==> src/rtl/wavegen_sched_if.sv <==
// ---------------------------------------------------------------------------
// wavegen_sched_if
//   Config handshake between the CPU/config bus and wavegen_sched.
//   A transfer happens on any clk edge where cfg_valid & cfg_ready.
//
//   cfg_valid  master -> slave   config request
//   cfg_ready  slave  -> master  config accept
//   cfg_ch     master -> slave   target channel
//   cfg_inc    master -> slave   phase increment per frame (A bits)
//   cfg_en     master -> slave   channel enable
// ---------------------------------------------------------------------------
interface wavegen_sched_if #(
   parameter int NCH = 4,
   parameter int A   = 13
);
   localparam int CW = (NCH > 1) ? $clog2(NCH) : 1;

   logic          cfg_valid;
   logic          cfg_ready;
   logic [CW-1:0] cfg_ch;
   logic [A-1:0]  cfg_inc;
   logic          cfg_en;

   modport master (output cfg_valid, cfg_ch, cfg_inc, cfg_en, input cfg_ready);
   modport slave  (input cfg_valid, cfg_ch, cfg_inc, cfg_en, output cfg_ready);
endinterface

==> src/rtl/wavegen_sched.sv <==
// ---------------------------------------------------------------------------
// wavegen_sched
//   Shares one synchronous-read sine ROM across NCH PWM channels. A global
//   N-bit frame counter issues one ROM fetch per channel in cycles 1..NCH,
//   captures the samples, and reloads every channel's duty at the frame
//   boundary (end of cycle 2^N-1).
//
//   clk       in   clock
//   n_reset   in   asynchronous active-low reset
//   cfg       if   config handshake (slave modport), see wavegen_sched_if
//   rom_addr  out  ROM address, registered
//   rom_en    out  ROM read strobe, registered
//   rom_data  in   ROM sample, valid the cycle after rom_addr/rom_en
//   pwm       out  PWM outputs, registered
//   sync      out  frame-start pulse, high in cycle 0
// ---------------------------------------------------------------------------

// Per-channel state: increment, enable, phase accumulator, fetched sample
// (shadow), active duty and the PWM flop.
module wavegen_ch #(
   parameter int N  = 4,
   parameter int SN = 5,
   parameter int F  = 8
) (
   input  logic            clk,
   input  logic            n_reset,
   input  logic [N-1:0]    cnt,
   input  logic            bnd,       // last cycle of the frame
   input  logic            cap,       // this channel's ROM sample is on rom_data
   input  logic            wr,        // config transfer addressed to this channel
   input  logic            wr_en,
   input  logic [SN+F-1:0] wr_inc,
   input  logic [N-1:0]    rom_data,
   output logic [SN-1:0]   addr,
   output logic            pwm
);
   localparam int A = SN + F;

   logic [A-1:0] inc;
   logic [A-1:0] phase;
   logic         en;
   logic [N-1:0] shadow;
   logic [N-1:0] shadow_d;
   logic [N-1:0] duty;
   logic [N-1:0] duty_d;

   // Forward a sample captured on the boundary edge itself so the reload
   // never sees a stale shadow (only reachable when NCH+2 == 2^N).
   always_comb begin
      shadow_d = cap ? rom_data : shadow;
      duty_d   = en ? shadow_d : '0;
   end

   assign addr = phase[A-1:F];

   always_ff @(posedge clk or negedge n_reset) begin
      if (!n_reset) begin
         inc    <= '0;
         en     <= 1'b0;
         phase  <= '0;
         shadow <= '0;
         duty   <= '0;
         pwm    <= 1'b0;
      end else begin
         shadow <= shadow_d;
         // cfg_ready is low on the boundary cycle, so wr and bnd never coincide
         if (wr) begin
            inc <= wr_inc;
            en  <= wr_en;
            if (!wr_en) phase <= '0;
         end else if (bnd && en) begin
            phase <= phase + inc;
         end
         if (bnd) begin
            duty <= duty_d;
            pwm  <= |duty_d;
         end else if (duty != '0 && cnt == duty - N'(1)) begin
            pwm <= 1'b0;
         end
      end
   end
endmodule

module wavegen_sched #(
   parameter int NCH = 4,
   parameter int N   = 4,
   parameter int SN  = 5,
   parameter int F   = 8
) (
   input  logic             clk,
   input  logic             n_reset,
   wavegen_sched_if.slave   cfg,
   output logic [SN-1:0]    rom_addr,
   output logic             rom_en,
   input  logic [N-1:0]     rom_data,
   output logic [NCH-1:0]   pwm,
   output logic             sync
);
   localparam int CW = (NCH > 1) ? $clog2(NCH) : 1;
   localparam logic [N-1:0] LAST = '1;

   if (NCH + 2 > (1 << N)) begin : g_bad_cfg
      $error("wavegen_sched: NCH+2 must not exceed 2**N");
   end

   logic [N-1:0]           cnt;
   logic                   last;
   logic                   xfer;
   logic                   fetch;
   logic [NCH-1:0][SN-1:0] ch_addr;
   logic [SN-1:0]          addr_sel;

   assign last          = (cnt == LAST);
   assign cfg.cfg_ready = ~last;
   assign xfer          = cfg.cfg_valid & cfg.cfg_ready;
   // Fetch for channel k is registered at the end of cycle k, so the ROM
   // sees it during cycle k+1 and returns data in cycle k+2.
   assign fetch         = (cnt < N'(NCH));

   always_comb begin
      addr_sel = '0;
      for (int k = 0; k < NCH; k++)
         if (cnt == N'(k)) addr_sel = ch_addr[k];
   end

   // Channel index outside 0..NCH-1 hits no lane, so such a transfer is a no-op.
   for (genvar k = 0; k < NCH; k++) begin : g_ch
      wavegen_ch #(.N(N), .SN(SN), .F(F)) u_ch (
         .clk      (clk),
         .n_reset  (n_reset),
         .cnt      (cnt),
         .bnd      (last),
         .cap      (cnt == N'(k + 2)),
         .wr       (xfer && cfg.cfg_ch == CW'(k)),
         .wr_en    (cfg.cfg_en),
         .wr_inc   (cfg.cfg_inc),
         .rom_data (rom_data),
         .addr     (ch_addr[k]),
         .pwm      (pwm[k])
      );
   end

   always_ff @(posedge clk or negedge n_reset) begin
      if (!n_reset) begin
         cnt      <= '0;
         rom_addr <= '0;
         rom_en   <= 1'b0;
         sync     <= 1'b0;
      end else begin
         cnt    <= cnt + N'(1);
         sync   <= last;
         rom_en <= fetch;
         if (fetch) rom_addr <= addr_sel;
      end
   end
endmodule

==> src/flat_wrapper.sv <==
// flat-port wrapper written by rule: the top's interface ports become plain ports
module wavegen_sched_flat 
#(
   parameter int NCH = 4,
   parameter int N   = 4,
   parameter int SN  = 5,
   parameter int F   = 8
)
  (clk, n_reset, rom_addr, rom_en, rom_data, pwm, sync, cfg_cfg_valid, cfg_cfg_ch, cfg_cfg_inc, cfg_cfg_en, cfg_cfg_ready);
  wavegen_sched_if #(.NCH(NCH), .A((SN + F))) cfg_i ();
  input  logic clk;
  input  logic n_reset;
  output logic [SN-1:0] rom_addr;
  output logic rom_en;
  input  logic [N-1:0] rom_data;
  output logic [NCH-1:0] pwm;
  output logic sync;
  input wire logic [$bits(cfg_i.cfg_valid)-1:0] cfg_cfg_valid;
  input wire logic [$bits(cfg_i.cfg_ch)-1:0] cfg_cfg_ch;
  input wire logic [$bits(cfg_i.cfg_inc)-1:0] cfg_cfg_inc;
  input wire logic [$bits(cfg_i.cfg_en)-1:0] cfg_cfg_en;
  output wire logic [$bits(cfg_i.cfg_ready)-1:0] cfg_cfg_ready;
  assign cfg_i.cfg_valid = cfg_cfg_valid;
  assign cfg_i.cfg_ch = cfg_cfg_ch;
  assign cfg_i.cfg_inc = cfg_cfg_inc;
  assign cfg_i.cfg_en = cfg_cfg_en;
  assign cfg_cfg_ready = cfg_i.cfg_ready;
  wavegen_sched #(.NCH(NCH), .N(N), .SN(SN), .F(F)) u_core (.clk(clk), .n_reset(n_reset), .cfg(cfg_i), .rom_addr(rom_addr), .rom_en(rom_en), .rom_data(rom_data), .pwm(pwm), .sync(sync));
endmodule
==> config.mk <==
export PLATFORM = sky130hd
export DESIGN_NAME = wavegen_sched_flat
export DESIGN_NICKNAME = d
export VERILOG_FILES = /design/src/rtl/wavegen_sched_if.sv /design/src/rtl/wavegen_sched.sv /design/src/flat_wrapper.sv
export SDC_FILE = /design/constraint.sdc
export NUM_CORES = 1
export LEC_CHECK = 0
export CAP_MARGIN = 10
export CELL_PAD_IN_SITES_DETAIL_PLACEMENT = 0
export CELL_PAD_IN_SITES_GLOBAL_PLACEMENT = 2
export CORE_ASPECT_RATIO = 0.8
export CORE_MARGIN = 4
export CORE_UTILIZATION = 38
export CTS_BUF_LIST = sky130_fd_sc_hd__clkbuf_8
export CTS_CLUSTER_DIAMETER = 200
export CTS_CLUSTER_SIZE = 28
export DETAILED_ROUTE_END_ITERATION = 10
export GPL_ROUTABILITY_DRIVEN = 0
export HOLD_SLACK_MARGIN = 0.02
export PLACE_DENSITY_LB_ADDON = 0.08
export SLEW_MARGIN = 20
export SYNTH_ARGS = -nofsm -noshare
export SYNTH_HDL_FRONTEND = slang
export SYNTH_SLANG_ARGS = --single-unit
==> constraint.sdc <==
create_clock -name clk -period 2.3 [get_ports clk]
set_input_delay 0.345 -clock clk [delete_from_list [all_inputs] [get_ports clk]]
set_output_delay 0.345 -clock clk [all_outputs]
set_load 0.05 [all_outputs]
==> results.toml <==
[critical_path]
max_stage_delay_ns = 0.42
end_kind = "flop"
critical_path.max_fanout = 2
crit_type = "reg2reg"
path_buf_inv = 0
critPathTopFamily = "compound AO/OA/AOI/OAI gates"
path_cells = "ha_4 -> fa_2 -> a211oi_2 -> nor2_1 -> a41o_1 -> a211o_1 -> xnor2_1 -> or3_1 -> o21ai_1"
cp_slowest_cell = "dfrtp_1"
critPathLaunchType = "flop"
worst_ep_arrival_time_ns = 2.69
cp_data_required_time_ns = 2.68

[floorplan]
die-width_um = 174.8
rows = 48
die_h_um = 141.5
start_util_pct = 38.92
ioPinCount = 35
core-area_sq_um = 21740
die_area_sq_um = 24730

[outcome]
violations = "negative setup slack"
status = "complete, but fails checks"

[route]
routed_wl_mm = 21.17
drtIter0Drc = 305
drcViolationCount = 0
routedWlPerCell_um = 17.78
viasPerCell = 5.225
via_count = 6223
ant_nets = 0
drtPass1Iterations = 5

[sta]
relSlewSlack_pct = 65.31
worstMarginPinSlew_ns = 0.5188
fmax_ghz = 0.4339
fin_setup_tns_ns = -0.004871
drv_slew = 0
setup_ws_ns = -0.004871
rsz0062_at_grt = "yes"
post-route-period-util_pct = 100.2
skew_ns = 0.01666
period_minus_slack_ns = 2.305
setup-violations-final = 1
hold_viol_final = 0

[logic_synthesis]
synth.most_common_cell = "dfrtp_1"
yosysUniqueCellTypes = 59
synthCells = 795
syn_nets = 878
yosys.area.top_type = "dfrtp_1"
synthArstFlopShare_pct = 100.0
yosysTopAreaCellShare_pct = 45.84
ys_warn_count = 0
synth-seq-cells = 155
synth_area_sq_um = 8462
synth_edf_count = 0
ys_seq_area_share_pct = 45.84
ys_dominant_reg_cell = "dfrtp_1"
avgSynthCellArea_sq_um = 10.64
synth_commonest_cells = "155 x dfrtp_1, 79 x nand2_1, 56 x ha_1"
synthTopCellsByArea = "dfrtp_1 46%, ha_1 8.3%, mux2_1 6.5%, xor2_1 4.0%, nand2_1 3.5%"

[clocking]
cts_buffer_depth = 2
cts_tree = "built"
ctsRootBufferMaster = "clkbuf_8"
path_clk_slew_ns = 0.08
numCtsBuffers = 17
htree_levels = 4
cts_sinks = 155
clk_latency_ns = 0.46

[layout]
finish.utilization_pct = 46.26
final_nets = 961
drive_gt1_share_pct = 15.62
area_growth_pct = 18.85

[hold_path]
hold_path_class = "in2async"

[run]
max-cap-violations = 0

[power]
finalPower_uw = 10790
power_density_nw_per_um2 = 1073
ir_worst_vdd_uv = 492.9
power_leakage_uw = 0.004530

[global_routing]
grt_pass1_vias = 6397
grt_usage_pct = 17.65
grt_pass1_wl_mm = 34.44
grt_overflow_total = 0
grt_max_degree = 58
antenna_found_initial = 2

[placement]
place_hpwl_mm = 15.96
portBuffers = 34
-- layout by cell type, fill, tap and decap left out, drive strengths merged, types with 3 or more instances in the layout --
cell / count
a211oi: 13
a21o: 10
a21oi: 44
a22o: 14
a31o: 3
a31oi: 8
a32o: 3
and2: 6
buf: 65
bufinv: 3
clkbuf: 18
clkdlybuf4s50: 32
clkinvlp: 4
dfrtp: 155
fa: 4
ha: 56
inv: 36
mux2: 60
mux2i: 17
nand2: 79
nand2b: 3
nand3: 5
nand4: 11
nor2: 38
nor2b: 6
nor3: 6
o211ai: 3
o21a: 7
o21ai: 74
o21bai: 5
o22ai: 9
o31ai: 8
or3: 7
xnor2: 19
xor2: 39
-- final timing paths --
check,startpoint,end,slack (ns),cells after the start
worst max register to register,u_core.g_ch[2].u_ch.phase[0]$_DFFE_PN0P_,u_core.g_ch[2].u_ch.phase[12]$_DFFE_PN0P_,-0.005,9
max in group asynchronous,n_reset,u_core.g_ch[1].u_ch.phase[6]$_DFFE_PN0P_,1.35,3
worst min register to register,u_core.g_ch[2].u_ch.phase[4]$_DFFE_PN0P_,u_core.g_ch[2].u_ch.phase[4]$_DFFE_PN0P_,0.49,1
worst min-delay path,n_reset,u_core.rom_en$_DFF_PN0_,0.33,2
worst max-delay path,u_core.g_ch[2].u_ch.phase[0]$_DFFE_PN0P_,u_core.g_ch[2].u_ch.phase[12]$_DFFE_PN0P_,-0.005,9
min in group clk,u_core.g_ch[2].u_ch.phase[4]$_DFFE_PN0P_,u_core.g_ch[2].u_ch.phase[4]$_DFFE_PN0P_,0.49,1
-- registers in the layout (all words and copies together) (netlist names) --
signal,flops
u_core.g_ch.u_ch.duty,16
u_core.g_ch.u_ch.shadow,16
u_core.g_ch.u_ch.en,4
u_core.rom_en,1
u_core.g_ch.u_ch.pwm,4
u_core.sync,1
u_core.g_ch.u_ch.phase,52
u_core.g_ch.u_ch.inc,52
u_core.cnt,4
u_core.rom_addr,5
-- through the flow --
stage	instances	cell area, sq um	worst slack [ns]	hold WS [ns]
floorplan	795	8469	0.004594	0.04941
global placement	1150	9479	-0.04698	0.2527
detailed placement	1150	9479	-0.08363	0.2534
CTS	1184	9927	-0.02702	0.3254
global route	1190	10050	-0.09073	0.3386
finish	1191	10060	-0.004871	0.3322
-- worst register-to-register path, delay by kind of cell, from the launching register on --
kind                       cells  cell delay (ns)
AOI/OAI and AO/OA              4             0.76
adders and majority gates      2             0.55
and+or+nand+nor                2             0.38
DFF                            1             0.42
xor gates and xnor gates       1             0.13
-- kinds of logic (layout without fill, tap and decap cells) --
family	Yosys count	count (layout)	synth area share, %
mux	77	77	9.996
simple gates	166	166	9.064
compound gates	213	213	16.32
xor+xnor	58	58	6.003
buf+inv	66	161	3.549
flops	155	155	45.84
fa+ha+maj	60	60	9.227
other cells	0	1	0
-- final cells by class --
class                      count  area [sq um]
timing repair buffer          98         888.4
inverter                      32         120.1
fill                        2064         11680
multi-input combinational    574          4390
clock inverter                13         153.9
tap                          300         375.4
antenna                        1         2.502
clock buffer                  18         247.7
sequential                   155          3879
-- per-layer routing --
metal,GRT usage [%],share of wire (%),vias up
met5,0,0,-
li1,-,-,3012
met1,26.55,52,3100
met3,2.904,3.1,11
met2,26.96,44,100
met4,3.719,0.76,0
-- timing repair --
action	4_1_cts	5_1_grt
buffers inserted	2	6
setup endpoints to repair	6	13
resized for setup	6	18
hold endpoints to repair	25	0
pin swaps	3	22
hold buffers	1	0
gates cloned	0	0
-- where the power goes --
| group | switching, uW | internal (uW) |
|---|---|---|
| logic | 2510 | 2210 |
| clock network | 1070 | 1090 |
| registers | 529 | 3390 |
| total | 4100 | 6690 |
No activity file was read; power rests on OpenSTA's default activity.
==> edit, RTL diff (same settings) <==
Reset style: synchronous (`n_reset`), changed in 2 clocked blocks. Comments in the files are not updated.
--- a/src/rtl/wavegen_sched.sv
+++ b/src/rtl/wavegen_sched.sv
@@ -55,3 +55,3 @@
 
-   always_ff @(posedge clk or negedge n_reset) begin
+   always_ff @(posedge clk) begin
       if (!n_reset) begin
@@ -142,3 +142,3 @@
 
-   always_ff @(posedge clk or negedge n_reset) begin
+   always_ff @(posedge clk) begin
       if (!n_reset) begin
Formal check against the unedited RTL: differs if n_reset is asserted again (counterexample within 4 cycles, from zero or initial values and one cycle with n_reset low); with n_reset held inactive, the same outputs for 10 cycles.
==> edit against the unedited design <==
- worst setup slack improved by 51 ps
- highest routed layer unchanged
- non-clock buffer count decreased by 27
- synthesized area decreased by 0.90%
- wire length increased by 5.1%
- sequential cell count unchanged
- final area decreased by 4.8%
- largest cell class unchanged
- clock skew about the same
- first-iteration DRC count increased by 5.6%
Power is not compared: it rests on default switching activity, and its combinational part moved more than twofold at a synthesized area within 25%.
==> edit: results (changes against the unedited design) <==
metric;value;unit;change
Routed Wire Length;22300;um;+5.1%
Final Non-Filler Cells;1284;;+7.8%
hold slack;354;ps;+21.7 ps
Synth Area in Compound Gates;18.9;%;+2.6 points
GR Layer Usage met3;3.46;%;+0.55 points
Iter 0 DRT Violations;322;;+5.6%
Area after DPL;9060;um2;-4.4%
routed length on met2;10100;um;+9.0%
CP arrival;2590;ps;-100 ps
min-delay worst type;primary input to register;;
Pre-antenna DRT Iters;4;;-1
largest net degree at the start of global routing;22;;-62%
Distinct cells, synth;52;;-12%
Met1 Wirelength;11200;um;+0.43%
Clock Skew;16.6;ps;-0.0231 ps
Top Registers;u_core.g_ch.u_ch.inc x52, u_core.g_ch.u_ch.phase x52;;
number of global-route vias before repair;6823;;+6.7%
GRT Util Overall;18.3;%;+0.70 points
Clock Pin Slew Worst Setup and Hold Paths;100;ps;+20 ps
pre-CTS setup slack;-82.9;ps;+0.762 ps
reg2reg path depth;8;;-1
end of the critical path;u_core.g_ch[3].u_ch.phase[12];;
Sw Pwr;1.43;mW;
crit-path max cell delay;340;ps;-80 ps
worst reg2reg path endpoint;u_core.g_ch[3].u_ch.phase[12];;
Post-Synth Adder-Cell Area;9.31;%;+0.084 points
nets;1079;;+12%
CP max-delay cell;dfxtp_2;;
via count;6719;;+8.0%
ys async rst share;0;%;-100 points
# diodes;0;;-1
final setup margin;46.3;ps;+51.1 ps
reg2reg start;u_core.g_ch[3].u_ch.phase[0];;
Post-Syn Area per Cell;8.78;um2;-18%
Root Driver;clkbuf_8;;
first-pass GRT wire length;36000;um;+4.4%
top cells by count, synth;155 x dfxtp_1, 139 x nand2_1, 74 x o21ai_0;;
fraction of layout cells with a size suffix above 1;10.8;%;-4.8 points
port buffer count;34;;unchanged
Post-Syn Nets;1038;;+18%
post-synthesis xor/xnor area fraction;6.48;%;+0.47 points
Slew HR;64.1;%;-1.2 points
met3 WL;589;um;-11%
met1 Use GR;25.1;%;-1.4 points
Seq/Total Area, Yosys;37.0;%;-8.8 points
Placed Cells;1248;;+8.5%
CP Max Fanout;2;;unchanged
M2 GR Usage;29.6;%;+2.7 points
synth top area cells;dfxtp_1 37%, ha_1 8.4%, nand2_1 6.2%;;
DP HPWL;17000;um;+6.4%
initial antenna violation count;0;;-2
Syn. warnings;0;;unchanged
hold path depth;2;;
outcome;finished, final reports clean;;
mux contribution to synthesized area;5.25;%;-4.7 points
-- edit: cell types whose count changed after synthesis, moves of 18 or more --
cell      unedited run  this run
dfrtp_1            155         0
dfxtp_1              0       155
nand2_1             79       139
nor2b_1              6        66
mux2_1              49         0
o21ai_0             33        74
o21ai_1             41         0
a21boi_0             1        28
mux2i_1             17        44
a21oi_1             42        60
a22oi_1              1        19
-- edit: layout make-up --
type / instances / area, um2
Clock buffer: 17 / 234
Clock inverter: 15 / 176
Fill cell: 2126 / 12000
Inverter: 15 / 56.3
Multi-Input combinational cell: 736 / 5020
Sequential cell: 155 / 3110
Tap cell: 275 / 344
Timing Repair Buffer: 71 / 636
-- edit: cell families (layout without fill, tap and decap cells) --
logic type      after synthesis  after routing
flops                       155            155
buf+inv                      64            118
xor+xnor                     62             62
simple gates                319            319
mux                          44             44
compound gates              251            251
fa+ha+maj                    60             60
-- edit: timing repair --
item                       4_1_cts  5_1_grt
resized for setup                7       17
setup buffers                    1        3
setup endpoints to repair        4        5
pin swaps                        3       13
